**src/rtl/branch_target_predictor.sv**
```systemverilog
// Direct-mapped branch target buffer with saturating direction counters and a
// combinational fetch lookup. Define BTP_GSHARE_EN to XOR a global history register into the index.
module branch_target_predictor #(
  parameter  int DEPTH = 16,
  parameter  int CNT_W = 2,
  localparam int IDX_W = $clog2(DEPTH),
  localparam int TAG_W = 30 - IDX_W
) (
  input  logic             CLK,
  input  logic             RST,
  input  logic [31:0]      lookup_pc,
  output logic             lookup_hit,
  output logic             lookup_taken,
  output logic [31:0]      lookup_target,
  output logic [IDX_W-1:0] lookup_hist,
  input  logic             upd_valid,
  input  logic [31:0]      upd_pc,
  input  logic             upd_taken,
  input  logic [31:0]      upd_target,
  input  logic [IDX_W-1:0] upd_hist
);

  localparam logic [CNT_W-1:0] CNT_MAX  = {CNT_W{1'b1}};
  localparam logic [CNT_W-1:0] CNT_WEAK = CNT_W'(1 << (CNT_W - 1));

  logic             valid_q [DEPTH];
  logic             valid_d [DEPTH];
  logic [TAG_W-1:0] tag_q   [DEPTH];
  logic [TAG_W-1:0] tag_d   [DEPTH];
  logic [31:0]      tgt_q   [DEPTH];
  logic [31:0]      tgt_d   [DEPTH];
  logic [CNT_W-1:0] cnt_q   [DEPTH];
  logic [CNT_W-1:0] cnt_d   [DEPTH];

  logic [IDX_W-1:0] hist_src;
  logic [IDX_W-1:0] l_idx;
  logic [IDX_W-1:0] u_idx;
  logic [TAG_W-1:0] l_tag;
  logic [TAG_W-1:0] u_tag;
  logic             l_hit;
  logic             u_hit;
  logic             unused_bits;

  function automatic logic [CNT_W-1:0] sat_inc(input logic [CNT_W-1:0] c);
    return (c == CNT_MAX) ? c : c + CNT_W'(1);
  endfunction

  function automatic logic [CNT_W-1:0] sat_dec(input logic [CNT_W-1:0] c);
    return (c == '0) ? c : c - CNT_W'(1);
  endfunction

`ifdef BTP_GSHARE_EN
  logic [IDX_W-1:0] ghr_q;
  logic [IDX_W-1:0] ghr_d;
  logic [IDX_W:0]   ghr_shift;

  assign ghr_shift = {ghr_q, upd_taken};
  assign ghr_d     = upd_valid ? ghr_shift[IDX_W-1:0] : ghr_q;
  assign hist_src  = ghr_q;
  assign u_idx     = upd_pc[IDX_W+1:2] ^ upd_hist;

  always_ff @(posedge CLK) begin
    if (RST) ghr_q <= '0;
    else     ghr_q <= ghr_d;
  end

  assign unused_bits = ^{lookup_pc[1:0], upd_pc[1:0]};
`else
  assign hist_src    = '0;
  assign u_idx       = upd_pc[IDX_W+1:2];
  assign unused_bits = ^{lookup_pc[1:0], upd_pc[1:0], upd_hist};
`endif

  assign l_idx = lookup_pc[IDX_W+1:2] ^ hist_src;
  assign l_tag = lookup_pc[31:IDX_W+2];
  assign u_tag = upd_pc[31:IDX_W+2];
  assign l_hit = valid_q[l_idx] && (tag_q[l_idx] == l_tag);
  assign u_hit = valid_q[u_idx] && (tag_q[u_idx] == u_tag);

  // Outputs are forced quiet while RST is high, since the table still holds pre-reset contents.
  assign lookup_hit    = !RST && l_hit;
  assign lookup_taken  = !RST && l_hit && cnt_q[l_idx][CNT_W-1];
  assign lookup_target = (!RST && l_hit) ? tgt_q[l_idx] : 32'h0;
  assign lookup_hist   = RST ? '0 : hist_src;

  always_comb begin
    valid_d = valid_q;
    tag_d   = tag_q;
    tgt_d   = tgt_q;
    cnt_d   = cnt_q;
    if (upd_valid) begin
      if (u_hit) begin
        if (upd_taken) begin
          cnt_d[u_idx] = sat_inc(cnt_q[u_idx]);
          tgt_d[u_idx] = upd_target;
        end else begin
          cnt_d[u_idx] = sat_dec(cnt_q[u_idx]);
        end
      end else if (upd_taken) begin
        valid_d[u_idx] = 1'b1;
        tag_d[u_idx]   = u_tag;
        tgt_d[u_idx]   = upd_target;
        cnt_d[u_idx]   = CNT_WEAK;
      end
    end
  end

  always_ff @(posedge CLK) begin
    if (RST) begin
      valid_q <= '{default: 1'b0};
      tag_q   <= '{default: '0};
      tgt_q   <= '{default: '0};
      cnt_q   <= '{default: '0};
    end else begin
      valid_q <= valid_d;
      tag_q   <= tag_d;
      tgt_q   <= tgt_d;
      cnt_q   <= cnt_d;
    end
  end

endmodule

```
**config.mk**
```make
export PLATFORM = sky130hd
export DESIGN_NAME = branch_target_predictor
export DESIGN_NICKNAME = d
export VERILOG_FILES = /design/src/rtl/branch_target_predictor.sv
export SDC_FILE = /design/constraint.sdc
export NUM_CORES = 2
export LEC_CHECK = 0
export CAP_MARGIN = 5
export CORE_MARGIN = 1
export CORE_UTILIZATION = 60
export DETAILED_ROUTE_END_ITERATION = 6
export PLACE_DENSITY_LB_ADDON = 0.2
export SLEW_MARGIN = 20
export SYNTH_ARGS = -nofsm -noshare
export SYNTH_HDL_FRONTEND = slang
export SYNTH_SLANG_ARGS = --single-unit
```
**constraint.sdc**
```tcl
create_clock -name CLK -period 7.5 [get_ports CLK]
set_input_delay 1.5 -clock CLK [delete_from_list [all_inputs] [get_ports CLK]]
set_output_delay 1.5 -clock CLK [all_outputs]
set_load 0.005 [all_outputs]
```
==> impl_metrics.yaml <==
finish:
  area_growth_syn_to_layout_pct: 10.6
  finish.instance_area_um2: 51700
  drive_gt1_frac: 0.154
  final_cells: 5812
  fillers: 6093
  final_core_util: 0.669
  nNetsFinal: 4785
clock_tree:
  post_cts_buffers: 0
  cts_inserted_buffers: 101
  clk_pin_slew_ns: 0.06
  clock-root-buffer: "clkbuf_16"
  hold_buffers: 0
  cts_sinks: 976
  htreeDepth: 3
  cts_resized: 0
  clk_latency_ns: 0.69
  cts_tree: "built"
  cts_buffer_depth: 3
sta:
  skew_ns: 0.0352
  hold_violations: 0
  relSlewSlack: 0.200
  report.final.slew_viol_count: 0
  setup_tns_ns: 0
  max_freq_ghz: 0.143
  grt_setup_unrepaired: "no"
  worst_slew_pin_slew_ns: 1.20
  post-route-period-util: 0.931
  period_needed_ns: 6.98
  finalSetupViolCount: 0
grt:
  antenna_found_initial: 13
  gr-usage-met3: 0.0786
  gr-max-usage-layer: "met2"
  grtUsageTotal: 0.363
  grt_max_degree: 225
  grt-ovfl-total: 0
  grt_pass1_wl_mm: 218
  met1_usage: 0.481
  use_met2: 0.575
  grt_pass1_vias: 35900
yosys:
  yosysTopAreaCell: "dfxtp_1"
  ys_types: 71
  synth_area_leaders: "dfxtp_1 42%, mux4_2 18%, mux2i_1 11%, nand2_1 9.3%, a21oi_1 5.8%"
  synth_edf_count: 0
  ys_seq_area_frac: 0.418
  synth_top_cell_area_share: 0.418
  ys_ff_latch: 976
  async_flop_share: 0
  ys.flop_type: "dfxtp_1"
  synth_cells: 4849
  netlist_area_um2: 46800
  yosys_warnings: 0
  syn_area_per_cell_um2: 9.64
floorplan:
  core_area_um2: 77300
  die_w_um: 281
  io_pins: 142
  rows: 102
  start_util: 0.605
  die_y_um: 281
  die_area_um2: 79100
critical_path:
  crit_type: "in -> out"
  cp.required_ns: 6.00
  max_stage_delay_ns: 0.59
  cp-start-kind: "primary input"
  end_kind: "primary output"
  worst-endpoint-arrival_ns: 5.48
  path_cells: "clkbuf_8 > mux4_2 > mux4_2 > xnor2_1 > nand4_1 > nor3_1 > nand4_1 > buf_4 > nor2b_1 > clkdlybuf4s50_1"
  cp_slowest_cell: "mux4_2"
  crit_fanout: 50
power_and_ir_drop:
  powerDensity_nw_per_um2: 215
  p_total_mw: 11.1
  irDropWorstVdd_uv: 197
  p_leak_nw: 17.2
routing:
  drc_errors: 0
  ant_nets: 0
  drt-total-wl_mm: 144
  avgRoutedWirePerCell_um: 24.8
  drtIter0Drc: 4860
  firstDrtPassIters: 6
  via_per_inst: 6.43
  vias: 37400
placed_design:
  place_area_um2: 48300
  port_buffers: 129
  dp_hpwl_mm: 79.2
  place_inst: 5618
  gp_congestion: 0.875
outcome:
  outcome: "complete, no violations"
hold_path:
  min_path_type: "reg -> reg"
job:
  drv_cap: 0
==> worst max-delay path: cells and delay by family <==
| kind | cells | cell delay, ns |
|---|---|---|
| muxes | 2 | 1.08 |
| and+or+nand+nor | 4 | 1.06 |
| xor gates and xnor gates | 1 | 0.40 |
| buffers and inverters | 3 | 1.41 |
==> per-stage QoR <==
step                hold slack (ns)  worst slack [ns]
floorplan                     0.426              1.52
global placement              0.437             0.623
detailed placement            0.444             0.613
CTS                           0.452             0.597
global route                  0.465             0.415
finish                        0.451             0.516
==> final timing paths <==
kind	from	endpoint	slack, ns	cells past startpoint
worst max-delay path	lookup_pc[3]	lookup_target[5]	0.52	10
worst min-delay path	tgt_q[317]$_SDFFE_PP0P_	tgt_q[317]$_SDFFE_PP0P_	0.45	2
worst max register to register	tag_q[217]$_SDFFE_PP0P_	tag_q[372]$_SDFFE_PP0P_	3.03	11
worst min register to register	tgt_q[317]$_SDFFE_PP0P_	tgt_q[317]$_SDFFE_PP0P_	0.45	2
==> layout by cell type, fill, tap and decap left out, types with 8 or more instances in the layout <==
cell	n
nand2_1	1142
dfxtp_1	976
a21oi_1	525
mux2i_1	496
nor2_1	417
mux4_2	384
clkdlybuf4s50_1	121
clkbuf_16	102
buf_4	92
nor2b_1	51
xnor2_1	42
clkbuf_8	29
clkbuf_1	23
nand3_1	22
clkinv_2	20
mux2_2	19
a22oi_1	18
a211oi_1	17
nand2_2	16
nor2_4	15
xor2_1	14
a21oi_4	14
inv_1	13
o22ai_1	12
buf_12	12
o21ai_1	11
o211ai_1	11
diode_2	10
o32ai_1	10
nand4_1	9
nor3_1	8
==> cell usage after synthesis, types with 11 or more instances <==
cell and n:
nand2_1 1157, dfxtp_1 976, a21oi_1 539, mux2i_1 496
nor2_1 432, mux4_2 384, clkbuf_1 362, buf_2 58
nor2b_1 51, xnor2_1 42, buf_1 32, buf_6 29
nand3_1 23, buf_4 22, mux2_2 19, a22oi_1 18
a211oi_1 17, inv_1 14, xor2_1 14, o22ai_1 12
o211ai_1 11, o21ai_1 11
==> power breakdown <==
part	internal, mW	switching (mW)
Sequential	5.22	0.0242
Clock	2.93	2.16
Combinational	0.264	0.513
Total	8.41	2.70
==> state kept, by name (all words and copies together), names as in the netlist <==
name and flops:
cnt_q 32, tag_q 416, tgt_q 512, valid_q 16
==> cell type report <==
class                   count  area, um2  area share
well taps                1040       1300      0.0252
diodes                     10       25.0    0.000484
repair buffers            231       2220      0.0430
flip-flops and latches    976      19500       0.378
clock buffers             153       3020      0.0585
multi-input cells        3356      25200       0.488
clock inverters            31        337     0.00651
inverters                  15       57.6     0.00111
==> routing by layer <==
metal  vias to the layer above  wire length, um
met1                     18400            56400
met2                      2012            67200
met3                       424            15200
met5                         -               46
li1                      16500                -
met4                         6             5620
==> cell families after synthesis <==
family / after synthesis / share of synthesized area
flops: 976 / 0.418
other cells: 1 / 0.0000802
fa+ha+maj: 2 / 0.000428
mux: 899 / 0.296
buf+inv: 520 / 0.0501
simple gates: 1725 / 0.146
compound gates: 670 / 0.0794
xor+xnor: 56 / 0.0105
Note: power is estimated with default switching activity, not from simulation.
